### config.mk
export PLATFORM = sky130hd
export DESIGN_NAME = i4003_loader
export DESIGN_NICKNAME = d
export VERILOG_FILES = /design/src/rtl/mcs4_pkg.sv /design/src/rtl/i4003_phase_timer.sv /design/src/rtl/i4003_loader.sv
export SDC_FILE = /design/constraint.sdc
export NUM_CORES = 1
export LEC_CHECK = 0
export ABC_AREA = 1
export ABC_CLOCK_PERIOD_IN_PS = 1700
export BUFFER_PORTS_ARGS = -buffer_cell sky130_fd_sc_hd__buf_2
export CORE_AREA = 5 5 67 69
export DETAILED_ROUTE_END_ITERATION = 12
export DIE_AREA = 0 0 72 74
export GPL_TIMING_DRIVEN = 0
export HOLD_SLACK_MARGIN = 0.03
export PLACE_DENSITY = 0.8
export REMOVE_ABC_BUFFERS = 1
export SLEW_MARGIN = 25
export SYNTH_ARGS = -nofsm -noshare
export SYNTH_HDL_FRONTEND = slang
export SYNTH_SLANG_ARGS = --single-unit
### constraint.sdc
create_clock -name sysclk -period 1.7 [get_ports sysclk]
set_input_delay 0 -clock sysclk [delete_from_list [all_inputs] [get_ports sysclk]]
set_output_delay 0 -clock sysclk [all_outputs]
set_load 0.05 [all_outputs]
### src/rtl/mcs4_pkg.sv
// Shared MCS-4 constants: i4003 shift-clock timing defaults and loader state encoding.
package mcs4_pkg;

  localparam int I4003_CP_HIGH  = 120;
  localparam int I4003_CP_LOW   = 120;
  localparam int I4003_DATA_DLY = 5;
  localparam int I4003_DATA_LEN = 55;

  localparam logic [1:0] ST_IDLE  = 2'd0;
  localparam logic [1:0] ST_CP_HI = 2'd1;
  localparam logic [1:0] ST_CP_LO = 2'd2;

  function automatic int imax(input int a, input int b);
    return (a > b) ? a : b;
  endfunction

  // Counter width that still leaves one bit when n collapses to 1.
  function automatic int cw_of(input int n);
    return (n <= 1) ? 1 : $clog2(n);
  endfunction

endpackage

### src/rtl/i4003_phase_timer.sv
// Loadable down-counter that parks at zero; o_tc marks the last cycle of a phase.
module i4003_phase_timer #(
  parameter int CW = 7
) (
  input  logic          i_clk,
  input  logic          i_rst_n,
  input  logic          i_load,
  input  logic [CW-1:0] i_val,
  output logic [CW-1:0] o_cnt,
  output logic          o_tc
);

  logic [CW-1:0] r_cnt;

  always_ff @(posedge i_clk) begin
    if (!i_rst_n)            r_cnt <= '0;
    else if (i_load)         r_cnt <= i_val;
    else if (r_cnt != '0)    r_cnt <= r_cnt - 1'b1;
  end

  assign o_cnt = r_cnt;
  assign o_tc  = (r_cnt == '0);

endmodule

### src/rtl/i4003_loader.sv
// Serializes a WIDTH-bit word MSB-first into a chain of i4003 shift registers,
// generating cp, serial data and the shared enable gate.
module i4003_loader
  import mcs4_pkg::*;
#(
  parameter int WIDTH    = 20,
  parameter int CP_HIGH  = I4003_CP_HIGH,
  parameter int CP_LOW   = I4003_CP_LOW,
  parameter int DATA_DLY = I4003_DATA_DLY,
  parameter int DATA_LEN = I4003_DATA_LEN,
  parameter int BLANK    = 1
) (
  input  logic             sysclk,
  input  logic             poc_n,
  input  logic             load_valid,
  output logic             load_ready,
  input  logic [WIDTH-1:0] load_data,
  output logic             cp,
  output logic             serial_out,
  output logic             enable,
  output logic             busy
);

  if (WIDTH < 1 || CP_HIGH < 1 || CP_LOW < 1 || DATA_DLY < 1 || DATA_LEN < 1 ||
      DATA_DLY + DATA_LEN > CP_HIGH) begin : g_param_chk
    $error("i4003_loader: illegal timing parameters");
  end

  localparam int CW = cw_of(imax(CP_HIGH, CP_LOW));
  localparam int BW = cw_of(WIDTH);

  localparam logic [CW-1:0] HI_LD  = CW'(CP_HIGH - 1);
  localparam logic [CW-1:0] LO_LD  = CW'(CP_LOW - 1);
  // Timer counts down, so phase p corresponds to count CP_HIGH-1-p. These bounds
  // test the count one cycle early so serial_out can be registered.
  localparam logic [CW-1:0] WIN_LO = CW'(CP_HIGH - DATA_DLY - DATA_LEN + 1);
  localparam logic [CW-1:0] WIN_HI = CW'(CP_HIGH - DATA_DLY);
  localparam logic [BW-1:0] LAST   = BW'(WIDTH - 1);

  logic [1:0]       r_state;
  logic [BW-1:0]    r_bitcnt;
  logic [WIDTH-1:0] r_sreg;
  logic             r_cp, r_sout, r_en, r_ready, r_busy;

  logic [1:0]       w_nxt;
  logic             w_accept, w_last, w_win, w_tc, w_tload;
  logic [CW-1:0]    w_cnt, w_tval;

  i4003_phase_timer #(.CW(CW)) u_timer (
    .i_clk   (sysclk),
    .i_rst_n (poc_n),
    .i_load  (w_tload),
    .i_val   (w_tval),
    .o_cnt   (w_cnt),
    .o_tc    (w_tc)
  );

  assign w_accept = load_valid & r_ready;
  assign w_last   = (r_bitcnt == LAST);
  assign w_win    = (r_state == ST_CP_HI) && (w_cnt >= WIN_LO) && (w_cnt <= WIN_HI);

  always_comb begin
    w_nxt   = r_state;
    w_tload = 1'b0;
    w_tval  = HI_LD;
    case (r_state)
      ST_IDLE:  if (w_accept) begin
                  w_nxt   = ST_CP_HI;
                  w_tload = 1'b1;
                end
      ST_CP_HI: if (w_tc) begin
                  w_nxt   = ST_CP_LO;
                  w_tload = 1'b1;
                  w_tval  = LO_LD;
                end
      ST_CP_LO: if (w_tc) begin
                  w_nxt   = w_last ? ST_IDLE : ST_CP_HI;
                  w_tload = !w_last;
                end
      default:  w_nxt = ST_IDLE;
    endcase
  end

  always_ff @(posedge sysclk) begin
    if (!poc_n) begin
      r_state  <= ST_IDLE;
      r_bitcnt <= '0;
      r_sreg   <= '0;
      r_cp     <= 1'b0;
      r_sout   <= 1'b0;
      r_en     <= 1'b0;
      r_ready  <= 1'b0;
      r_busy   <= 1'b0;
    end else begin
      r_state <= w_nxt;
      r_cp    <= (w_nxt == ST_CP_HI);
      r_sout  <= w_win & r_sreg[WIDTH-1];
      r_ready <= (w_nxt == ST_IDLE);
      r_busy  <= (w_nxt != ST_IDLE);
      if (w_accept) begin
        r_sreg   <= load_data;
        r_bitcnt <= '0;
        if (BLANK != 0) r_en <= 1'b0;
      end else if (r_state == ST_CP_LO && w_tc) begin
        if (w_last) begin
          r_en <= 1'b1;
        end else begin
          r_bitcnt <= r_bitcnt + 1'b1;
          r_sreg   <= r_sreg << 1;
        end
      end
    end
  end

  assign cp         = r_cp;
  assign serial_out = r_sout;
  assign enable     = r_en;
  assign load_ready = r_ready;
  assign busy       = r_busy;

endmodule
==> run metrics <==
final hold violations=0; clock root cell=clkbuf_8; setup TNS=0 ns; Worst Hold Depth=5; worst-skew pair later-pin latency=0.29 ns; Avg Cell Area, Syn=7.21 um^2; Total Die Area=5330 um^2; commonest non-fill, non-tap cell in the layout=nand2_1; Hold Slack=0.0368 ns; cell total after placement=353; Final #Nets=340; outcome=completed; post-route cell area=2360 um^2; Area Overhead vs Synth=12.9%; sequential fraction of the synthesis area=37.4%; Final Core Density=61.2%; Finish-stage setup viols=0; clk slew on worst S/H paths=0.08 ns; Detail Placement HPWL=2780 um; Slew headroom=47.5%; Initial DRC Count=139; Min Clock Period, post-route=1.66 ns; Bufs on Longest Clock Path=2; clk_skew=0.00913 ns; crit path max-delay cell type=dfxtp_1; WS Path Type=register to register; DIE WIDTH=72 um; vias post-DR=1940; share of layout cells above drive strength 1=18.2%; Post CTS Setup Buffer Count=0; cell depth of the worst flop-to-flop path=9; Port Buffers=27; post-route DRC violation count=0; unrepaired setup endpoints after global routing=true; Critical Path Fanout Max=8; initial core utilization=54.2%; number of max-cap violations=0; CP peak stage delay=0.37 ns; pwr/cell area=1300 nW/um^2; Netlist cell types=32; vias in the first global route=1729; CP Launch Type=register; first-pass GRT wire length=7280 um; Crit. End Element=register; Sink Count=39; WL/cell=11.9 um; cell count after synthesis=290; Pins Over Slew Limit=0; core area=3860 um^2; WP data required=1.86 ns; GRT Util Overall=16.9%; Mapped Area=2090 um^2; Worst Path Arrival=1.82 ns; fill cell count=365; most frequent cells in the layout=nand2_1, nand3_1, dfxtp_1, a21oi_1, buf_2; Yosys Warn Count=0; crit-path cells=inv_1 -> ha_1 -> nand2_4 -> inv_1 -> nand3_2 -> a21oi_2 -> nand2_4 -> nor2_2 -> nor2_2; H-tree levels=2; CTS Buf Count=5; CTS tree=built; Ant. Diodes=0; #FFs+latches synth=39; largest net degree at the start of global routing=45; Peak supply drop=0.593 mV; antenna violations before repair=0; share of the clock period used by the worst path=97.9%; wirelength, routed=4320 um; Row Count=23; drt first pass iters=4; Worst-Margin Slew=0.787 ns; DP Area=2190 um^2; post-route ant nets=0; via/cell ratio=5.34; Non-Filler Instances=363; gp weighted congestion=0.790; io pins=28; worst min-delay path category=input port to register; max frequency=0.601 GHz; Pleak=1.05 nW; Die H=74 um; GRT Residual Overflow=0
==> cells by family after synthesis <==
family                   share of synthesized area, %
AND/OR/NAND/NOR                                  39.3
XOR/XNOR                                         1.68
AO/OA/AOI/OAI                                    10.6
adder cells (fa/ha/maj)                          2.99
buffers and inverters                            8.08
flip-flops                                       37.4
==> worst max-delay path, delay by kind of cell, from the launching register on <==
kind	cells	cell delay [ns]
compound gates	1	0.29
flops	1	0.37
simple gates	5	0.46
fa+ha+maj	1	0.21
buf+inv	2	0.22
==> timing repair <==
item                                    in CTS  in global routing
endpoints found under the setup margin      27                 35
gates resized for setup                      3                  3
endpoints found under the hold margin        1                  0
hold buffers                                 1                  0
cloned                                       1                  0
==> worst paths after layout <==
path,startpoint,end,slack [ns]
hold reg to reg,enable,enable,0.46
setup / recovery,u_timer.o_cnt[0],busy,0.04
setup reg to reg,u_timer.o_cnt[0],busy,0.04
hold / removal,load_data[19],r_sreg[19],0.04
==> final cells by class <==
| type | instances | area, um^2 | area share [%] |
|---|---|---|---|
| multi-input cells | 219 | 1180 | 50.1 |
| well taps | 50 | 62.6 | 2.65 |
| repair buffers | 28 | 145 | 6.15 |
| inverters | 19 | 75.1 | 3.18 |
| clock inverters | 3 | 43.8 | 1.86 |
| flip-flops and latches | 39 | 781 | 33.1 |
| clock buffers | 5 | 68.8 | 2.92 |
==> Yosys cell counts, drive strengths merged <==
cell	instances	area, um^2
nand2	96	393
nand3	53	288
dfxtp	39	781
a21oi	32	164
inv	19	71.3
nor2	12	88.8
buf	11	86.3
ha	5	62.6
nor3	4	25.0
o21ai	4	20.0
clkbuf	3	11.3
nand4	2	18.8
o21bai	2	15.0
xnor2	2	17.5
xor2	2	17.5
a211oi	1	7.51
nand3b	1	7.51
o211ai	1	7.51
o31ai	1	7.51
==> registers in the layout, indices dropped and copies added (netlist names) <==
signal and flops:
busy 1, cp 1, enable 1, load_ready 1, r_bitcnt 5, r_sreg 20, r_state 2, serial_out 1
u_timer.o_cnt 7
==> where the power goes <==
group	internal [mW]	switching, mW
clock	0.437	0.331
sequential	1.04	0.132
combinational	0.380	0.761
total	1.85	1.22
==> routing by layer <==
metal  track usage [%]  vias to the layer above  part of all wire [%]
met1              19.5                      892                    46
met3              3.78                        5                   4.2
li1                  -                     1008                     -
met2              31.1                       35                    49
met4              5.64                        0                  0.88
met5                 0                        -                     0
==> per-stage QoR <==
stage	worst slack [ns]	power (mW)
6_report	0.0351	3.08
5_1_grt	-0.0888	3.27
2_1_floorplan	-0.644	2.07
4_1_cts	0.00299	3.08
3_5_place_dp	-0.331	2.29
3_3_place_gp	-0.907	2.27
(Power assumes the default switching activity.)
